$ cat config.mk
export PLATFORM = sky130hd
export DESIGN_NAME = branch_resolution_unit
export DESIGN_NICKNAME = d
export VERILOG_FILES = /design/src/rtl/branch_resolution_unit.sv
export SDC_FILE = /design/constraint.sdc
export NUM_CORES = 1
export LEC_CHECK = 0
export BUFFER_PORTS_ARGS = -buffer_cell sky130_fd_sc_hd__buf_2
export CORE_MARGIN = 2
export CORE_UTILIZATION = 40
export DETAILED_ROUTE_END_ITERATION = 8
export PLACE_DENSITY = 0.76
export SYNTH_ARGS = -nofsm -noshare
export SYNTH_HDL_FRONTEND = slang
export SYNTH_SLANG_ARGS = --single-unit
$ cat constraint.sdc
create_clock -name CLK -period 4.37 [get_ports CLK]
set_clock_uncertainty 0.05 [all_clocks]
set_input_delay 0.2185 -clock CLK [delete_from_list [all_inputs] [get_ports CLK]]
set_output_delay 0.2185 -clock CLK [all_outputs]
set_load 0.05 [all_outputs]
$ cat src/rtl/branch_resolution_unit.sv
// -----------------------------------------------------------------------------
// branch_resolution_unit
//   Resolves the branch sitting in EX against the prediction made in ID,
//   trains the predictor, redirects fetch and flushes the front of the
//   pipeline on a mispredict, and keeps resolved/mispredicted statistics.
//
// Parameters
//   FLUSH_CYCLES  cycles FLUSH stays high per mispredict (1..15)
//   CNT_WIDTH     width of each saturating statistics counter
//
// Ports
//   CLK             clock, rising edge
//   RESET           asynchronous active-low reset
//   STALL           pipeline hold: freezes capture and resolution
//   ID_BRANCH       branch present in ID this cycle
//   ID_PC           PC of the ID-stage instruction
//   ID_PRED_TAKEN   predictor decision for the ID-stage branch
//   EX_BRANCH_OUT   actual outcome of the EX-stage branch
//   EX_TARGET       computed target of the EX-stage branch
//   UPD_VALID       one-cycle predictor update request
//   UPD_INDEX       predictor table index (PC[4:2] of resolved branch)
//   UPD_TAKEN       actual outcome to train with
//   FLUSH           flush of IF/ID and ID/EX registers
//   REDIRECT_VALID  one-cycle PC reload request
//   REDIRECT_PC     corrected fetch address
//   BRANCH_COUNT    resolved branch count (saturating)
//   MISPRED_COUNT   mispredicted branch count (saturating)
// -----------------------------------------------------------------------------
module branch_resolution_unit #(
    parameter int unsigned FLUSH_CYCLES = 2,
    parameter int unsigned CNT_WIDTH    = 16
) (
    input  logic                 CLK,
    input  logic                 RESET,
    input  logic                 STALL,
    input  logic                 ID_BRANCH,
    input  logic [31:0]          ID_PC,
    input  logic                 ID_PRED_TAKEN,
    input  logic                 EX_BRANCH_OUT,
    input  logic [31:0]          EX_TARGET,
    output logic                 UPD_VALID,
    output logic [2:0]           UPD_INDEX,
    output logic                 UPD_TAKEN,
    output logic                 FLUSH,
    output logic                 REDIRECT_VALID,
    output logic [31:0]          REDIRECT_PC,
    output logic [CNT_WIDTH-1:0] BRANCH_COUNT,
    output logic [CNT_WIDTH-1:0] MISPRED_COUNT
);

    localparam int unsigned PC_W  = 32;
    localparam int unsigned IDX_W = 3;
    localparam int unsigned FC_W  = 4;

    localparam logic [FC_W-1:0]      FLUSH_LOAD = FC_W'(FLUSH_CYCLES - 1);
    localparam logic [CNT_WIDTH-1:0] CNT_MAX    = '1;

    typedef enum logic {
        RUN      = 1'b0,
        FLUSHING = 1'b1
    } state_e;

    state_e               state_q,          state_d;
    logic [FC_W-1:0]      flush_cnt_q,      flush_cnt_d;

    logic                 ex_valid_q,       ex_valid_d;
    logic [PC_W-1:0]      ex_pc_q,          ex_pc_d;
    logic                 ex_pred_q,        ex_pred_d;

    logic                 upd_valid_q,      upd_valid_d;
    logic [IDX_W-1:0]     upd_index_q,      upd_index_d;
    logic                 upd_taken_q,      upd_taken_d;
    logic                 flush_q,          flush_d;
    logic                 redirect_valid_q, redirect_valid_d;
    logic [PC_W-1:0]      redirect_pc_q,    redirect_pc_d;
    logic [CNT_WIDTH-1:0] branch_cnt_q,     branch_cnt_d;
    logic [CNT_WIDTH-1:0] mispred_cnt_q,    mispred_cnt_d;

    logic                 resolve_c;
    logic                 mispredict_c;
    logic [PC_W-1:0]      fallthrough_c;

    // Resolution happens only in RUN with a live, unstalled EX branch
    assign resolve_c     = (state_q == RUN) && ex_valid_q && !STALL;
    assign mispredict_c  = resolve_c && (ex_pred_q != EX_BRANCH_OUT);
    // Natural 32-bit wrap gives 0xFFFFFFFC + 4 = 0
    assign fallthrough_c = ex_pc_q + PC_W'(4);

    // Next-state and registered-output logic
    always_comb begin
        state_d          = state_q;
        flush_cnt_d      = flush_cnt_q;
        ex_valid_d       = ex_valid_q;
        ex_pc_d          = ex_pc_q;
        ex_pred_d        = ex_pred_q;
        upd_valid_d      = 1'b0;
        upd_index_d      = upd_index_q;
        upd_taken_d      = upd_taken_q;
        redirect_valid_d = 1'b0;
        redirect_pc_d    = redirect_pc_q;
        branch_cnt_d     = branch_cnt_q;
        mispred_cnt_d    = mispred_cnt_q;
        flush_d          = 1'b0;

        case (state_q)
            RUN: begin
                if (resolve_c) begin
                    upd_valid_d = 1'b1;
                    upd_index_d = ex_pc_q[4:2];
                    upd_taken_d = EX_BRANCH_OUT;
                    if (branch_cnt_q != CNT_MAX) begin
                        branch_cnt_d = branch_cnt_q + CNT_WIDTH'(1);
                    end
                    if (mispredict_c) begin
                        if (mispred_cnt_q != CNT_MAX) begin
                            mispred_cnt_d = mispred_cnt_q + CNT_WIDTH'(1);
                        end
                        redirect_valid_d = 1'b1;
                        redirect_pc_d    = EX_BRANCH_OUT ? EX_TARGET : fallthrough_c;
                        state_d          = FLUSHING;
                        flush_cnt_d      = FLUSH_LOAD;
                    end
                end
                // Resolved branch is consumed by reloading from ID
                if (!STALL) begin
                    ex_valid_d = ID_BRANCH;
                    ex_pc_d    = ID_PC;
                    ex_pred_d  = ID_PRED_TAKEN;
                end
            end
            FLUSHING: begin
                // Wrong-path instructions are dropped; counter ignores STALL
                ex_valid_d = 1'b0;
                if (flush_cnt_q == '0) begin
                    state_d = RUN;
                end else begin
                    flush_cnt_d = flush_cnt_q - FC_W'(1);
                end
            end
            default: begin
                state_d    = RUN;
                ex_valid_d = 1'b0;
            end
        endcase

        // FLUSH is a registered image of the next state
        flush_d = (state_d == FLUSHING);
    end

    // State and output registers
    always_ff @(posedge CLK or negedge RESET) begin
        if (!RESET) begin
            state_q          <= RUN;
            flush_cnt_q      <= '0;
            ex_valid_q       <= 1'b0;
            ex_pc_q          <= '0;
            ex_pred_q        <= 1'b0;
            upd_valid_q      <= 1'b0;
            upd_index_q      <= '0;
            upd_taken_q      <= 1'b0;
            flush_q          <= 1'b0;
            redirect_valid_q <= 1'b0;
            redirect_pc_q    <= '0;
            branch_cnt_q     <= '0;
            mispred_cnt_q    <= '0;
        end else begin
            state_q          <= state_d;
            flush_cnt_q      <= flush_cnt_d;
            ex_valid_q       <= ex_valid_d;
            ex_pc_q          <= ex_pc_d;
            ex_pred_q        <= ex_pred_d;
            upd_valid_q      <= upd_valid_d;
            upd_index_q      <= upd_index_d;
            upd_taken_q      <= upd_taken_d;
            flush_q          <= flush_d;
            redirect_valid_q <= redirect_valid_d;
            redirect_pc_q    <= redirect_pc_d;
            branch_cnt_q     <= branch_cnt_d;
            mispred_cnt_q    <= mispred_cnt_d;
        end
    end

    assign UPD_VALID      = upd_valid_q;
    assign UPD_INDEX      = upd_index_q;
    assign UPD_TAKEN      = upd_taken_q;
    assign FLUSH          = flush_q;
    assign REDIRECT_VALID = redirect_valid_q;
    assign REDIRECT_PC    = redirect_pc_q;
    assign BRANCH_COUNT   = branch_cnt_q;
    assign MISPRED_COUNT  = mispred_cnt_q;

endmodule

==> out/metrics.cfg <==
[status]
status = completed

[drt]
totalWireLength_um = 12890
wl_per_cell_um = 16.16
drt_iter0_drc = 294
route.detailed.drc = 0
vias = 4190
ant_nets = 0
via_per_inst = 5.251
firstDrtPassIters = 4

[global_routing]
grt_pass1_wl_um = 21250
antenna_found_initial = 0
grt-ovfl-total = 0
grt_pass1_vias = 4222
grt_usage = 0.1896
grt_max_degree = 76

[clocking]
cts-hold-fix-buffers = 1
cts_buffers = 9
cts_max_level = 3
tritoncts = done
cts_resized = 0
clkTransAtPathRegs_ps = 70
insertion_delay_ps = 350
cts-root-buf = clkbuf_16
cts_buffer_depth = 2
post_cts_buffers = 0
clock-sinks = 109

[power]
vdd_ir_drop_max_v = 0.0003069
leakage_nw = 3.037
power_density_mw_per_mm2 = 650.1

[placement]
numPortBuffers = 140
place.gp.congestion = 0.8055
place_inst = 782
place_ws_ps = 1602
dp_hpwl_um = 9443

[timing]
tns_ps = 0
fmax_ghz = 0.3659
period_share = 0.6254
slew_headroom = 0.3893
hold_violations = 0
period_needed_ps = 2733
finalSetupViolCount = 0
rsz0062_at_grt = false
fin_ws_ps = 1637
worstMarginPinSlew_ps = 916.1
drv_slew = 0

[die]
die_area_mm2 = 0.01393
start_util = 0.4104
fp-row-count = 41
die_h_um = 118.0
core_mm2 = 0.01267
die_x_um = 118.0
ios = 141

[final_layout]
fillerInstances = 1194
final_common_cell = buf_2
num-nets-final = 696
antenna_cells = 0
seq_area_mm2 = 0.002728
finalNonFillerCells = 798
layout_common_cells = buf_2 (139), dfrtp_1 (109), nand2_1 (43), nor2_1 (41)
multi_input_area_mm2 = 0.002376
area_delta_synth_final_pct = 22.69
post-route-util = 0.5035
drive_above_1_share = 0.3291

[setup_path]
reg2reg_from = FLUSH
crit_path_end_kind = flip-flop
criticalPathCategory = reg -> reg
start_kind = flip-flop
worstPathRequired_ps = 4570
critPathLaunch = FLUSH
worstPathArrival_ps = 2940
cp_max_fo = 34

[synthesis]
postSynthAreaPerCell_um2 = 10.77
syn-instance-count = 483
ys_seq_area_frac = 0.5245
ys_warn_count = 0
syn_area_mm2 = 0.005200
synth_ff_type = dfrtp_1
synth_edf_count = 0
syn_nets = 557
async_flop_share = 1.000
yosysUniqueCellTypes = 46
synth-seq-cells = 109

[run]
maxCapViolations = 0

[worst_hold_path]
min_from = ID_PC[22]
hp-class = in -> reg

critical path, cell delays in order (launching register included):
cell and delay, ps:
dfrtp_1 450, nor2_4 120, buf_4 410, nand2_4 140, inv_4 130, nand2_2 70
inv_2 410, nand2_1 530, o22ai_1 310
sequential cells by signal, summed over array words and instances, names as in the netlist:
name and flops:
BRANCH_COUNT 16, FLUSH 1, MISPRED_COUNT 16, REDIRECT_PC 32, REDIRECT_VALID 1, UPD_INDEX 3, UPD_TAKEN 1, UPD_VALID 1
ex_pc_q 32, ex_pred_q 1, ex_valid_q 1, flush_cnt_q 4
layer usage:
| metal | share of wire | track usage | wire (um) | vias to the layer above |
|---|---|---|---|---|
| li1 | - | - | - | 1987 |
| met1 | 0.43 | 0.2484 | 5597 | 2045 |
| met2 | 0.49 | 0.3136 | 6271 | 145 |
| met3 | 0.063 | 0.03876 | 806 | 13 |
| met4 | 0.017 | 0.06401 | 216 | 0 |
| met5 | 0 | 0 | 0 | - |
final cells by class:
type / instances / share of cell area
clock buffers: 12 / 0.03863
clock inverters: 3 / 0.007256
inverters: 8 / 0.005099
multi-input cells: 350 / 0.3724
flip-flops and latches: 109 / 0.4275
well taps: 172 / 0.03373
repair buffers: 144 / 0.1153
Yosys cell counts (5+ instances only):
cell type  number  area share
clkbuf_1        9      0.0065
mux2_2         34       0.074
and3_1         14       0.017
xor2_1         32       0.054
o21ai_0        22       0.021
nand2_1        43       0.031
inv_1           6      0.0043
o22ai_1        15       0.018
dfrtp_1       109        0.52
nor3_1          5      0.0048
nor2_1         41       0.030
nand3_1        34       0.033
xnor2_1        21       0.035
nand4_1        13       0.016
a21oi_1        27       0.026
through the flow:
stage / hold WS [ps] / area [um2] / total power [mW]
2_1_floorplan: -127.1 / 5200 / 2.876
3_3_place_gp: 349.8 / 6077 / 3.292
3_5_place_dp: 369.3 / 6077 / 3.360
4_1_cts: 35.59 / 6380 / 4.182
5_1_grt: 34.47 / 6380 / 4.384
6_report: 46.51 / 6380 / 4.148
report_power, final:
group          internal [mW]  switching (mW)
registers               1.34           0.322
logic                  0.498            1.18
clock network          0.459           0.356
final timing paths:
path	end	slack, ps	depth (start not counted)
worst max register to register	REDIRECT_PC[16]	1640	8
worst max-delay path	REDIRECT_PC[16]	1640	8
max in group asynchronous	ex_pc_q[14]	2730	3
worst min register to register	UPD_INDEX[1]	420	2
min in group asynchronous	BRANCH_COUNT[1]	510	2
worst min-delay path	ex_pc_q[22]	50	2
kinds of logic (layout without fill, tap and decap cells):
kind of cell,Yosys count,after routing,share of synthesized area
adders and majority gates,4,4,0.009625
AOI/OAI and AO/OA,76,76,0.08614
DFF,109,109,0.5245
xor gates and xnor gates,53,53,0.08927
muxes,41,41,0.08783
buffers and inverters,24,167,0.01853
and+or+nand+nor,176,176,0.1841
Note: power is estimated with default switching activity, not from simulation.
